$ cat src/rtl/rcc_pkg.sv
// Constants shared by the frame loader and the conversion block's holding-register header.
// Covers register addresses, the go command address and the FSM state encodings.
package rcc_pkg;

    localparam logic [3:0] RCC_ADDR [0:7] = '{4'h0, 4'h1, 4'h2, 4'h3, 4'h4, 4'h5, 4'h6, 4'h7};
    localparam logic [3:0] RCC_ADDR_GO    = 4'h8;
    localparam logic [3:0] RCC_GO_INDEX   = 4'd8;

    // Frame loader top-level states; ST_WRITE covers the SETUP/STROBE/HOLD sequence.
    localparam logic [1:0] ST_COLLECT  = 2'd0;
    localparam logic [1:0] ST_GAP_WAIT = 2'd1;
    localparam logic [1:0] ST_WRITE    = 2'd2;

    localparam logic [1:0] PH_IDLE   = 2'd0;
    localparam logic [1:0] PH_SETUP  = 2'd1;
    localparam logic [1:0] PH_STROBE = 2'd2;
    localparam logic [1:0] PH_HOLD   = 2'd3;

    function automatic logic [3:0] rcc_write_addr(input logic [3:0] wr);
        return (wr == RCC_GO_INDEX) ? RCC_ADDR_GO : RCC_ADDR[wr[2:0]];
    endfunction

endpackage

$ cat src/rtl/rcc_strobe_gen.sv
// Drives one holding-register write: SETUP (strobe low), STROBE_HI clocks high, HOLD (low).
// A start seen in HOLD chains straight into the next write's SETUP.
module rcc_strobe_gen
    import rcc_pkg::*;
#(
    parameter int DW        = 16,
    parameter int STROBE_HI = 2
) (
    input  logic          clk,
    input  logic          reset,
    input  logic          i_start,
    input  logic [3:0]    i_address,
    input  logic [DW-1:0] i_data,
    output logic          o_rcc_clk,
    output logic [3:0]    o_address,
    output logic [DW-1:0] o_din,
    output logic          o_done
);

    localparam int            CW      = (STROBE_HI > 1) ? $clog2(STROBE_HI) : 1;
    localparam logic [CW-1:0] HI_LAST = CW'(STROBE_HI - 1);

    logic [1:0]    r_phase;
    logic [CW-1:0] r_hiCnt;
    logic          r_rccClk;
    logic [3:0]    r_address;
    logic [DW-1:0] r_din;

    // Address/data latch only on start, so they stay put between writes.
    always_ff @(posedge clk) begin
        if (reset) begin
            r_phase   <= PH_IDLE;
            r_hiCnt   <= '0;
            r_rccClk  <= 1'b0;
            r_address <= '0;
            r_din     <= '0;
        end else begin
            case (r_phase)
                PH_IDLE, PH_HOLD: begin
                    if (i_start) begin
                        r_address <= i_address;
                        r_din     <= i_data;
                        r_phase   <= PH_SETUP;
                    end else begin
                        r_phase   <= PH_IDLE;
                    end
                end
                PH_SETUP: begin
                    r_rccClk <= 1'b1;
                    r_hiCnt  <= '0;
                    r_phase  <= PH_STROBE;
                end
                PH_STROBE: begin
                    if (r_hiCnt == HI_LAST) begin
                        r_rccClk <= 1'b0;
                        r_phase  <= PH_HOLD;
                    end else begin
                        r_hiCnt  <= r_hiCnt + CW'(1);
                    end
                end
                default: r_phase <= PH_IDLE;
            endcase
        end
    end

    assign o_rcc_clk = r_rccClk;
    assign o_address = r_address;
    assign o_din     = r_din;
    assign o_done    = (r_phase == PH_HOLD);

endmodule

$ cat src/rtl/rcc_frame_loader.sv
// Buffers one eight-bin magnitude frame and writes it plus a go command into the
// conversion block, keeping consecutive go-writes at least MIN_FRAME_GAP clocks apart.
module rcc_frame_loader
    import rcc_pkg::*;
#(
    parameter int DW            = 16,
    parameter int STROBE_HI     = 2,
    parameter int MIN_FRAME_GAP = 64
) (
    input  logic          clk,
    input  logic          reset,
    input  logic          in_valid,
    output logic          in_ready,
    input  logic [DW-1:0] in_data,
    input  logic          in_last,
    output logic          rcc_clk,
    output logic [3:0]    address,
    output logic [DW-1:0] din,
    output logic          busy,
    output logic          err_frame,
    output logic [7:0]    frame_count
);

    localparam int            GW      = $clog2(MIN_FRAME_GAP + 1);
    localparam logic [GW-1:0] GAP_MIN = GW'(MIN_FRAME_GAP);

    logic [1:0]    r_state;
    logic [2:0]    r_idx;
    logic [3:0]    r_wr;
    logic [GW-1:0] r_gapCnt;
    logic          r_errFrame;
    logic [7:0]    r_frameCount;
    logic [DW-1:0] r_buf [0:7];

    logic          w_handshake;
    logic          w_gapMet;
    logic          w_done;
    logic          w_start;
    logic [3:0]    w_nextWr;
    logic [3:0]    w_wrAddr;
    logic [DW-1:0] w_wrData;

    assign in_ready    = (r_state == ST_COLLECT) && !reset;
    assign w_handshake = in_valid && in_ready;
    assign w_gapMet    = (r_gapCnt >= GAP_MIN);
    assign w_nextWr    = (r_state == ST_GAP_WAIT) ? 4'd0 : r_wr + 4'd1;
    assign w_start     = ((r_state == ST_GAP_WAIT) && w_gapMet) ||
                         ((r_state == ST_WRITE) && w_done && (r_wr != RCC_GO_INDEX));
    assign w_wrAddr    = rcc_write_addr(w_nextWr);
    assign w_wrData    = (w_nextWr == RCC_GO_INDEX) ? '0 : r_buf[w_nextWr[2:0]];

    always_ff @(posedge clk) begin
        if (w_handshake) begin
            r_buf[r_idx] <= in_data;
        end
    end

    // The gap counter only runs while no write is in flight; the go-write's HOLD restarts it.
    always_ff @(posedge clk) begin
        if (reset) begin
            r_state      <= ST_COLLECT;
            r_idx        <= '0;
            r_wr         <= '0;
            r_gapCnt     <= GAP_MIN;
            r_errFrame   <= 1'b0;
            r_frameCount <= '0;
        end else begin
            r_errFrame <= 1'b0;
            if ((r_state != ST_WRITE) && (r_gapCnt < GAP_MIN)) begin
                r_gapCnt <= r_gapCnt + GW'(1);
            end
            case (r_state)
                ST_COLLECT: begin
                    if (w_handshake) begin
                        if ((r_idx == 3'd7) && in_last) begin
                            r_idx   <= '0;
                            r_state <= ST_GAP_WAIT;
                        end else if (in_last || (r_idx == 3'd7)) begin
                            r_idx      <= '0;
                            r_errFrame <= 1'b1;
                        end else begin
                            r_idx <= r_idx + 3'd1;
                        end
                    end
                end
                ST_GAP_WAIT: begin
                    if (w_gapMet) begin
                        r_wr    <= '0;
                        r_state <= ST_WRITE;
                    end
                end
                ST_WRITE: begin
                    if (w_done) begin
                        if (r_wr == RCC_GO_INDEX) begin
                            r_frameCount <= r_frameCount + 8'd1;
                            r_gapCnt     <= '0;
                            r_state      <= ST_COLLECT;
                        end else begin
                            r_wr <= w_nextWr;
                        end
                    end
                end
                default: r_state <= ST_COLLECT;
            endcase
        end
    end

    rcc_strobe_gen #(
        .DW        (DW),
        .STROBE_HI (STROBE_HI)
    ) u_strobe (
        .clk       (clk),
        .reset     (reset),
        .i_start   (w_start),
        .i_address (w_wrAddr),
        .i_data    (w_wrData),
        .o_rcc_clk (rcc_clk),
        .o_address (address),
        .o_din     (din),
        .o_done    (w_done)
    );

    assign busy        = (r_state != ST_COLLECT);
    assign err_frame   = r_errFrame;
    assign frame_count = r_frameCount;

endmodule

$ cat config.mk
export PLATFORM = sky130hd
export DESIGN_NAME = rcc_frame_loader
export DESIGN_NICKNAME = d
export VERILOG_FILES = /design/src/rtl/rcc_pkg.sv /design/src/rtl/rcc_strobe_gen.sv /design/src/rtl/rcc_frame_loader.sv
export SDC_FILE = /design/constraint.sdc
export NUM_CORES = 1
export LEC_CHECK = 0
export BUFFER_PORTS_ARGS = -buffer_cell sky130_fd_sc_hd__buf_2
export CAP_MARGIN = 20
export CORE_MARGIN = 2
export CORE_UTILIZATION = 30
export CTS_BUF_LIST = sky130_fd_sc_hd__clkbuf_4 sky130_fd_sc_hd__clkbuf_8
export DETAILED_ROUTE_END_ITERATION = 12
export PLACE_DENSITY = 0.42
export RECOVER_POWER = 100
export SLEW_MARGIN = 0
export SYNTH_ARGS = -nofsm -noshare
export SYNTH_HDL_FRONTEND = slang
export SYNTH_SLANG_ARGS = --single-unit
$ cat constraint.sdc
create_clock -name clk -period 5.2 [get_ports clk]
set_input_delay 0.78 -clock clk [delete_from_list [all_inputs] [get_ports clk]]
set_output_delay 0.78 -clock clk [all_outputs]
set_load 0.02 [all_outputs]
==> results.yml, run 1 <==
timing:
  setup_viol: 0
  fin_skew_ns: 0.0139
  slew_headroom: 0.0103
  fin_ws_ns: 1.36
  hold_violations: 0
  tightest_slew_ns: 1.48
  setup_tns_ns: 0
  period_share: 0.739
  maxSlewViolCount: 0
  finalWorstPathRequiredPeriod_ns: 3.84
  rsz0062_at_grt: "false"
  fmax_mhz: 260
floorplanning:
  core_mm2: 0.0233
  initial_core_util: 0.304
  die_w_um: 158
  rows: 56
  io_pins: 52
  die_area_mm2: 0.0249
  die_y_um: 158
final_layout:
  drive_gt1_frac: 0.105
  diodes: 0
  mostFrequentLayoutCell: "edfxtp_1"
  syn_to_final_growth_pct: 13.2
  layout.nets: 624
  utilization: 0.345
  mostFrequentLayoutCells: "edfxtp_1 (128), clkbuf_1 (57), dfxtp_1 (49)"
synth:
  yosys_register_bits: 177
  synth_ff_type: "edfxtp_1"
  mappedNetlistArea_mm2: 0.00710
  synth-edff-count: 128
  netlist_instances: 538
  yosysUniqueCellTypes: 57
  synthArstFlopShare: 0
  yosys_warnings: 0
  synth_fp_nets: 567
  seq_area_frac_synth: 0.679
  avgSynthCellArea_um2: 13.2
cts:
  cts_buffers: 17
  hold_buffers: 0
  h-tree-depth: 4
  cts_tree: "done"
  cts_buffer_depth: 2
  cts-root-buf: "clkbuf_8"
  cts.clk_slew.worst_paths_ns: 0.09
  clock_latency_ns: 0.45
  post-cts-setup-buffer-count: 0
  cts_num_sinks: 177
  post_cts_resized: 0
routing:
  vias: 4624
  ant_nets: 0
  first_pass_iters: 4
  routed_wirelength_um: 18700
  drcViolationCount: 0
  drtIter0Drc: 305
  wl_per_cell_um: 20.2
  viasPerCell: 4.99
power_and_ir_drop:
  switchingPower_uw: 542
  p_int_mw: 2.03
  clkPwrFrac: 0.378
  switching_share: 0.211
  peakVddDrop_mv: 0.129
  leakage_nw: 2.59
  p_per_area_mw_per_mm2: 320
  combPwrFrac: 0.027
  power_frac_seq: 0.595
global_routing:
  grt_start_max_net_pins: 51
  grtUsageTotal: 0.156
  grt_overflow: 0
  grt_pass1_vias: 4626
  antenna_found_initial: 0
  grt_pass1_wl_um: 28100
critical_path:
  critPathRequiredTime_ns: 5.59
  critPathBufInv: 1
  crit_path_start: "r_wr[0]"
  worstPathArrival_ns: 4.23
  crit_path_start_kind: "flop"
  worst_path_max_delay_cell: "nor3b_4"
  crit_chain: "clkinv_1 > ha_1 > nand3b_1 > nand3_1 > a21boi_0 > nor3b_4 > a32o_2"
  cpPeakStageDelay_ns: 1.04
  cp-end-kind: "flop"
  path_class: "flop to flop"
  r2r-start: "r_wr[0]"
  critPathMaxFanout: 18
  cp_top_family: "simple AND/OR/NAND/NOR gates"
status:
  status: "completed"
placement:
  gp_routability_congestion: 0.753
  pre_cts_slack_ns: 2.10
  dp.final_hpwl_um: 11300
  port_buffers: 51
min_path:
  min_path_type: "flop to flop"
  worstHoldStart: "u_strobe.o_din[7]"
job:
  drv_cap: 0
[sequential cells by signal (all words and copies together), names as in the netlist]
signal / cells
r_idx: 3
u_strobe.o_rcc_clk: 1
frame_count: 8
err_frame: 1
u_strobe.o_address: 4
u_strobe.o_din: 16
r_buf: 128
r_gapCnt: 7
r_state: 2
r_wr: 4
u_strobe.r_phase: 2
u_strobe.r_hiCnt: 1
[final timing paths]
path / to / cells after the start / slack (ns)
min: u_strobe.o_din[7] / 1 / 0.48
max: u_strobe.o_din[13] / 7 / 1.36
min reg2reg: u_strobe.o_din[7] / 1 / 0.48
max reg2reg: u_strobe.o_din[13] / 7 / 1.36
[synthesized netlist by cell type, drive strengths merged, types with 4 or more instances]
library cell	instances	area, um^2
mux2i	4	40.0
inv	5	18.8
o21ai	36	180
ha	9	113
a22oi	15	113
clkbuf	16	70.1
and3	18	123
a32o	16	161
a211oi	17	128
xor2	10	95.1
nand2	47	184
nand4	4	25.0
nor3	8	40.0
edfxtp	128	3840
dfxtp	49	981
xnor2	5	43.8
a32oi	15	131
and2	17	108
buf	14	92.6
nand2b	4	25.0
nor2	37	141
nand3	21	118
a21oi	15	75.1
[area by class of cell]
class,instances,area (um^2)
Clock buffer,24,305
Clock inverter,8,104
Fill cell,2335,15300
Inverter,6,22.5
Multi-Input combinational cell,324,2050
Sequential cell,177,4820
Tap cell,319,399
Timing Repair Buffer,69,339
[metrics by stage]
| stage | instance area [um^2] | total power, mW | hold WS (ns) | cells |
|---|---|---|---|---|
| finish | 8040 | 2.57 | 0.484 | 927 |
| global route | 8040 | 2.68 | 0.504 | 927 |
| CTS | 8170 | 2.61 | 0.491 | 926 |
| detailed placement | 7760 | 1.64 | 0.468 | 894 |
| global placement | 7730 | 1.64 | 0.460 | 893 |
| floorplan | 7100 | 1.60 | 0.462 | 538 |
[cells by family after synthesis]
logic type | after synthesis | share of synthesized area
flip-flops | 177 | 0.679
adder cells (fa/ha/maj) | 9 | 0.0159
XOR/XNOR | 15 | 0.0196
buffers and inverters | 37 | 0.0278
AO/OA/AOI/OAI | 121 | 0.120
AND/OR/NAND/NOR | 173 | 0.128
multiplexers | 6 | 0.00881
[per-layer routing]
metal / wire, um / up-vias / global-route usage
li1: - / 2152 / -
met1: 8480 / 2320 / 0.209
met2: 8960 / 117 / 0.251
met3: 811 / 35 / 0.0252
met4: 480 / 0 / 0.0623
met5: 0 / - / 0
[power by group through the flow]
stage                     logic (mW)  clock network (mW)  registers (mW)
after floorplan               0.0353                   0            1.56
after global placement        0.0747                   0            1.56
after detailed placement      0.0762                   0            1.56
after CTS                     0.0769                1.01            1.53
after global routing          0.0774                1.07            1.53
final                         0.0692               0.972            1.53
Power figures use the tool's default switching activity.
==> run 2: changes to the inputs <==
clock period = 3.7 ns   (was 5.2 ns; I/O delays follow)
==> results.yml, run 2 (synthesis results as in run 1) <==
critical_path:
  crit_chain: "clkbuf_1 > nor3_1 > nand2_1 > nor3_1 > clkbuf_1"
  crit_path_start_kind: "input pin"
  worst_path_max_delay_cell: "clkbuf_1"
  cp_top_family: "buffers and inverters"
  critPathRequiredTime_ns: 3.76
  critPathBufInv: 2
  reg2reg_slack_ns: 0.54
  path_class: "input pin to flop"
  cp-end-kind: "flop"
  cpPeakStageDelay_ns: 0.99
  critPathMaxFanout: 30
  worstPathArrival_ns: 3.25
floorplanning:
  initial_core_util: 0.304
  die_w_um: 158
  core_mm2: 0.0233
  io_pins: 52
  die_y_um: 158
  die_area_mm2: 0.0249
  rows: 56
global_routing:
  grt_overflow: 0
  grt_start_max_net_pins: 51
  grt_pass1_wl_um: 28000
  grt_pass1_vias: 4668
  antenna_found_initial: 0
  grtUsageTotal: 0.153
min_path:
  min_path_type: "input pin to flop"
timing:
  tightest_slew_ns: 1.40
  rsz0062_at_grt: "false"
  fmax_mhz: 313
  maxSlewViolCount: 0
  fin_skew_ns: 0.0119
  period_share: 0.864
  slew_headroom: 0.0669
  setup_viol: 0
  finalWorstPathRequiredPeriod_ns: 3.20
  hold_violations: 0
  setup_tns_ns: 0
power_and_ir_drop:
  leakage_nw: 2.63
  p_per_area_mw_per_mm2: 461
  peakVddDrop_mv: 0.262
  p_total_mw: 3.73
routing:
  viasPerCell: 4.88
  vias: 4554
  wl_per_cell_um: 19.5
  ant_nets: 0
  first_pass_iters: 5
  routed_wirelength_um: 18200
  drtIter0Drc: 279
  drcViolationCount: 0
cts:
  cts_tree: "done"
  clock_latency_ns: 0.45
  post-cts-setup-buffer-count: 0
  post_cts_resized: 0
  hold_buffers: 0
  cts_buffers: 17
  cts.clk_slew.worst_paths_ns: 0.09
  cts-root-buf: "clkbuf_8"
  cts_buffer_depth: 2
  h-tree-depth: 4
  cts_num_sinks: 177
final_layout:
  diodes: 0
  drive_gt1_frac: 0.114
  utilization: 0.347
  mostFrequentLayoutCell: "edfxtp_1"
  top_register: "r_buf"
  layout.nets: 630
  largest_register_ffs: 128
  syn_to_final_growth_pct: 13.8
  mostFrequentLayoutCells: "edfxtp_1 (128), clkbuf_1 (60), dfxtp_1 (49)"
status:
  status: "completed"
placement:
  dp.final_hpwl_um: 11200
  port_buffers: 51
  gp_routability_congestion: 0.779
job:
  drv_cap: 0
run 2: per-stage QoR:
stage	worst slack [ns]	cells	hold WS [ns]	area (um^2)
final	0.503	933	0.413	8090
after global routing	0.283	933	0.423	8090
after CTS	0.698	933	0.352	8230
after detailed placement	0.697	901	0.475	7790
after global placement	0.767	901	0.462	7790
after floorplan	0.208	538	0.462	7100
run 2: final cells by class:
class | instances | area, um^2
timing repair buffer | 75 | 330
tap | 319 | 399
clock buffer | 20 | 263
clock inverter | 12 | 180
fill | 2300 | 15200
multi-input combinational | 324 | 2070
sequential | 177 | 4820
inverter | 6 | 22.5
run 2: per-layer routing:
metal | wire length (um) | track usage | vias to the layer above
met3 | 544 | 0.0296 | 8
met4 | 134 | 0.0385 | 0
met2 | 8940 | 0.255 | 69
met5 | 0 | 0 | -
met1 | 8560 | 0.206 | 2315
li1 | - | - | 2162
run 2: path summary, 6_finish.rpt:
kind / start / to / cells after the start
max: reset / r_buf[2][11] / 5
min: in_last / err_frame / 3
max reg2reg: r_wr[0] / u_strobe.o_din[14] / 7
min reg2reg: u_strobe.o_din[8] / u_strobe.o_din[8] / 1
run 2: where the power goes:
group	leakage (nW)	switching (mW)	internal, mW
clock network	0.221	0.705	0.775
logic	0.856	0.0670	0.0293
registers	1.55	0.0109	2.14
total	2.63	0.783	2.95
run 2: tightest hold or removal path, stage by stage:
cell and delay [ns]:
buf_2 0.13, xnor2_1 0.07, nor2_1 0.08
==> run 3: changes to the inputs <==
CORE_MARGIN = default   (was 2)
==> results.yml, run 3 (synthesis results as in run 1) <==
global_routing:
  antenna_found_initial: 0
  grt_pass1_vias: 4687
  grt_pass1_wl_um: 27500
  grtUsageTotal: 0.154
  grt_overflow: 0
  grt_start_max_net_pins: 51
timing:
  hold_violations: 0
  slew_headroom: 0.0128
  period_share: 0.808
  fmax_mhz: 334
  maxSlewViolCount: 0
  setup_viol: 0
  fin_ws_ns: 0.709
  rsz0062_at_grt: "false"
  setup_tns_ns: 0
  fin_skew_ns: 0.0177
  tightest_slew_ns: 1.48
  finalWorstPathRequiredPeriod_ns: 2.99
final_layout:
  mostFrequentLayoutCell: "edfxtp_1"
  utilization: 0.353
  drive_gt1_frac: 0.109
  mostFrequentLayoutCells: "edfxtp_1 (128), clkbuf_1 (60), dfxtp_1 (49)"
  syn_to_final_growth_pct: 14.0
  fin_cells: 927
  largest_register_ffs: 128
  diodes: 0
  layout.nets: 630
  top_register: "r_buf"
cts:
  cts_tree: "done"
  post_cts_resized: 0
  cts-root-buf: "clkbuf_8"
  post-cts-setup-buffer-count: 0
  cts_buffer_depth: 2
  h-tree-depth: 4
  clock_latency_ns: 0.46
  cts_num_sinks: 177
  hold_buffers: 0
  cts.clk_slew.worst_paths_ns: 0.10
  cts_buffers: 17
critical_path:
  path_class: "input pin to flop"
  worst_path_max_delay_cell: "clkbuf_1"
  cp_top_family: "buffers and inverters"
  crit_top_cell: "clkbuf_1"
  critPathMaxFanout: 30
  critPathBufInv: 2
  crit_path_start_kind: "input pin"
  worstPathArrival_ns: 3.06
  cpPeakStageDelay_ns: 0.89
  critPathRequiredTime_ns: 3.77
  crit_chain: "clkbuf_1 > nor3_1 > nand2_1 > nor3_2 > clkbuf_1"
  cp-end-kind: "flop"
  r2r_cells: 5
  crit_cells: 5
power_and_ir_drop:
  combPwrFrac: 0.025
  peakVddDrop_mv: 0.202
  power_frac_seq: 0.572
  p_int_mw: 2.96
  switching_share: 0.214
  clkPwrFrac: 0.403
  p_per_area_mw_per_mm2: 465
  p_total_mw: 3.76
  leakage_nw: 2.64
  switchingPower_uw: 805
floorplanning:
  rows: 55
  initial_core_util: 0.310
  die_area_mm2: 0.0243
  core_mm2: 0.0229
  die_w_um: 156
  die_y_um: 156
  io_pins: 52
placement:
  port_buffers: 51
  dp.final_hpwl_um: 11000
  gp_routability_congestion: 0.723
  dp_cells: 895
  pre_cts_slack_ns: 1.18
routing:
  drtIter0Drc: 297
  drcViolationCount: 0
  viasPerCell: 4.91
  routed_wirelength_um: 17700
  vias: 4548
  wl_per_cell_um: 19.1
  ant_nets: 0
  first_pass_iters: 4
job:
  drv_cap: 1
min_path:
  min_path_type: "input pin to flop"
  whs_path_depth: 1
status:
  status: "finished with violations"
  violations: "max-capacitance violations"
## run 3: changes by cell type in the layout (fill, tap and decap cells not counted), sizes merged
cell	change
clkinvlp	-2
buf	+1
inv	+2
clkbuf	-1
## run 3: power by group through the flow
stage	clock (mW)	sequential (mW)	combinational, mW
5_1_grt	1.65	2.15	0.107
6_report	1.52	2.15	0.0951
4_1_cts	1.57	2.15	0.102
3_5_place_dp	0	2.20	0.101
3_3_place_gp	0	2.20	0.0992
2_1_floorplan	0	2.20	0.0495
## run 3: worst reg2reg max path, stage by stage (launching register included)
cell,delay (ns)
dfxtp_1,0.42
and2b_1,0.37
nor2_1,1.17
nand2_1,0.12
a32oi_1,0.30
a32o_1,0.21
## run 3: worst paths after layout
path,start,endpoint,slack [ns]
worst min register to register,u_strobe.o_din[11],u_strobe.o_din[11],0.50
worst max-delay path,reset,r_buf[3][3],0.71
worst min-delay path,in_data[7],r_buf[7][7],0.44
worst max register to register,r_state[1],u_strobe.o_din[12],1.05
## run 3: metrics by stage
step / area [um^2] / hold slack, ns
2_1_floorplan: 7100 / 0.462
3_3_place_gp: 7780 / 0.468
3_5_place_dp: 7780 / 0.475
4_1_cts: 8240 / 0.331
5_1_grt: 8100 / 0.428
6_report: 8100 / 0.440
## run 3: area by class of cell
class                           instances  area (um^2)
Fill cell                            2249        14800
Sequential cell                       177         4820
Multi-Input combinational cell        324         2070
Tap cell                              313          392
Timing Repair Buffer                   75          333
Clock buffer                           20          263
Clock inverter                         12          194
Inverter                                6         22.5
## run 3: layer usage
| layer | vias to the layer above | global-route usage | wire length [um] |
|---|---|---|---|
| met5 | - | 0 | 0 |
| met4 | 0 | 0.0448 | 228 |
| met3 | 16 | 0.0342 | 531 |
| met2 | 69 | 0.258 | 8570 |
| met1 | 2296 | 0.200 | 8350 |
| li1 | 2167 | - | - |
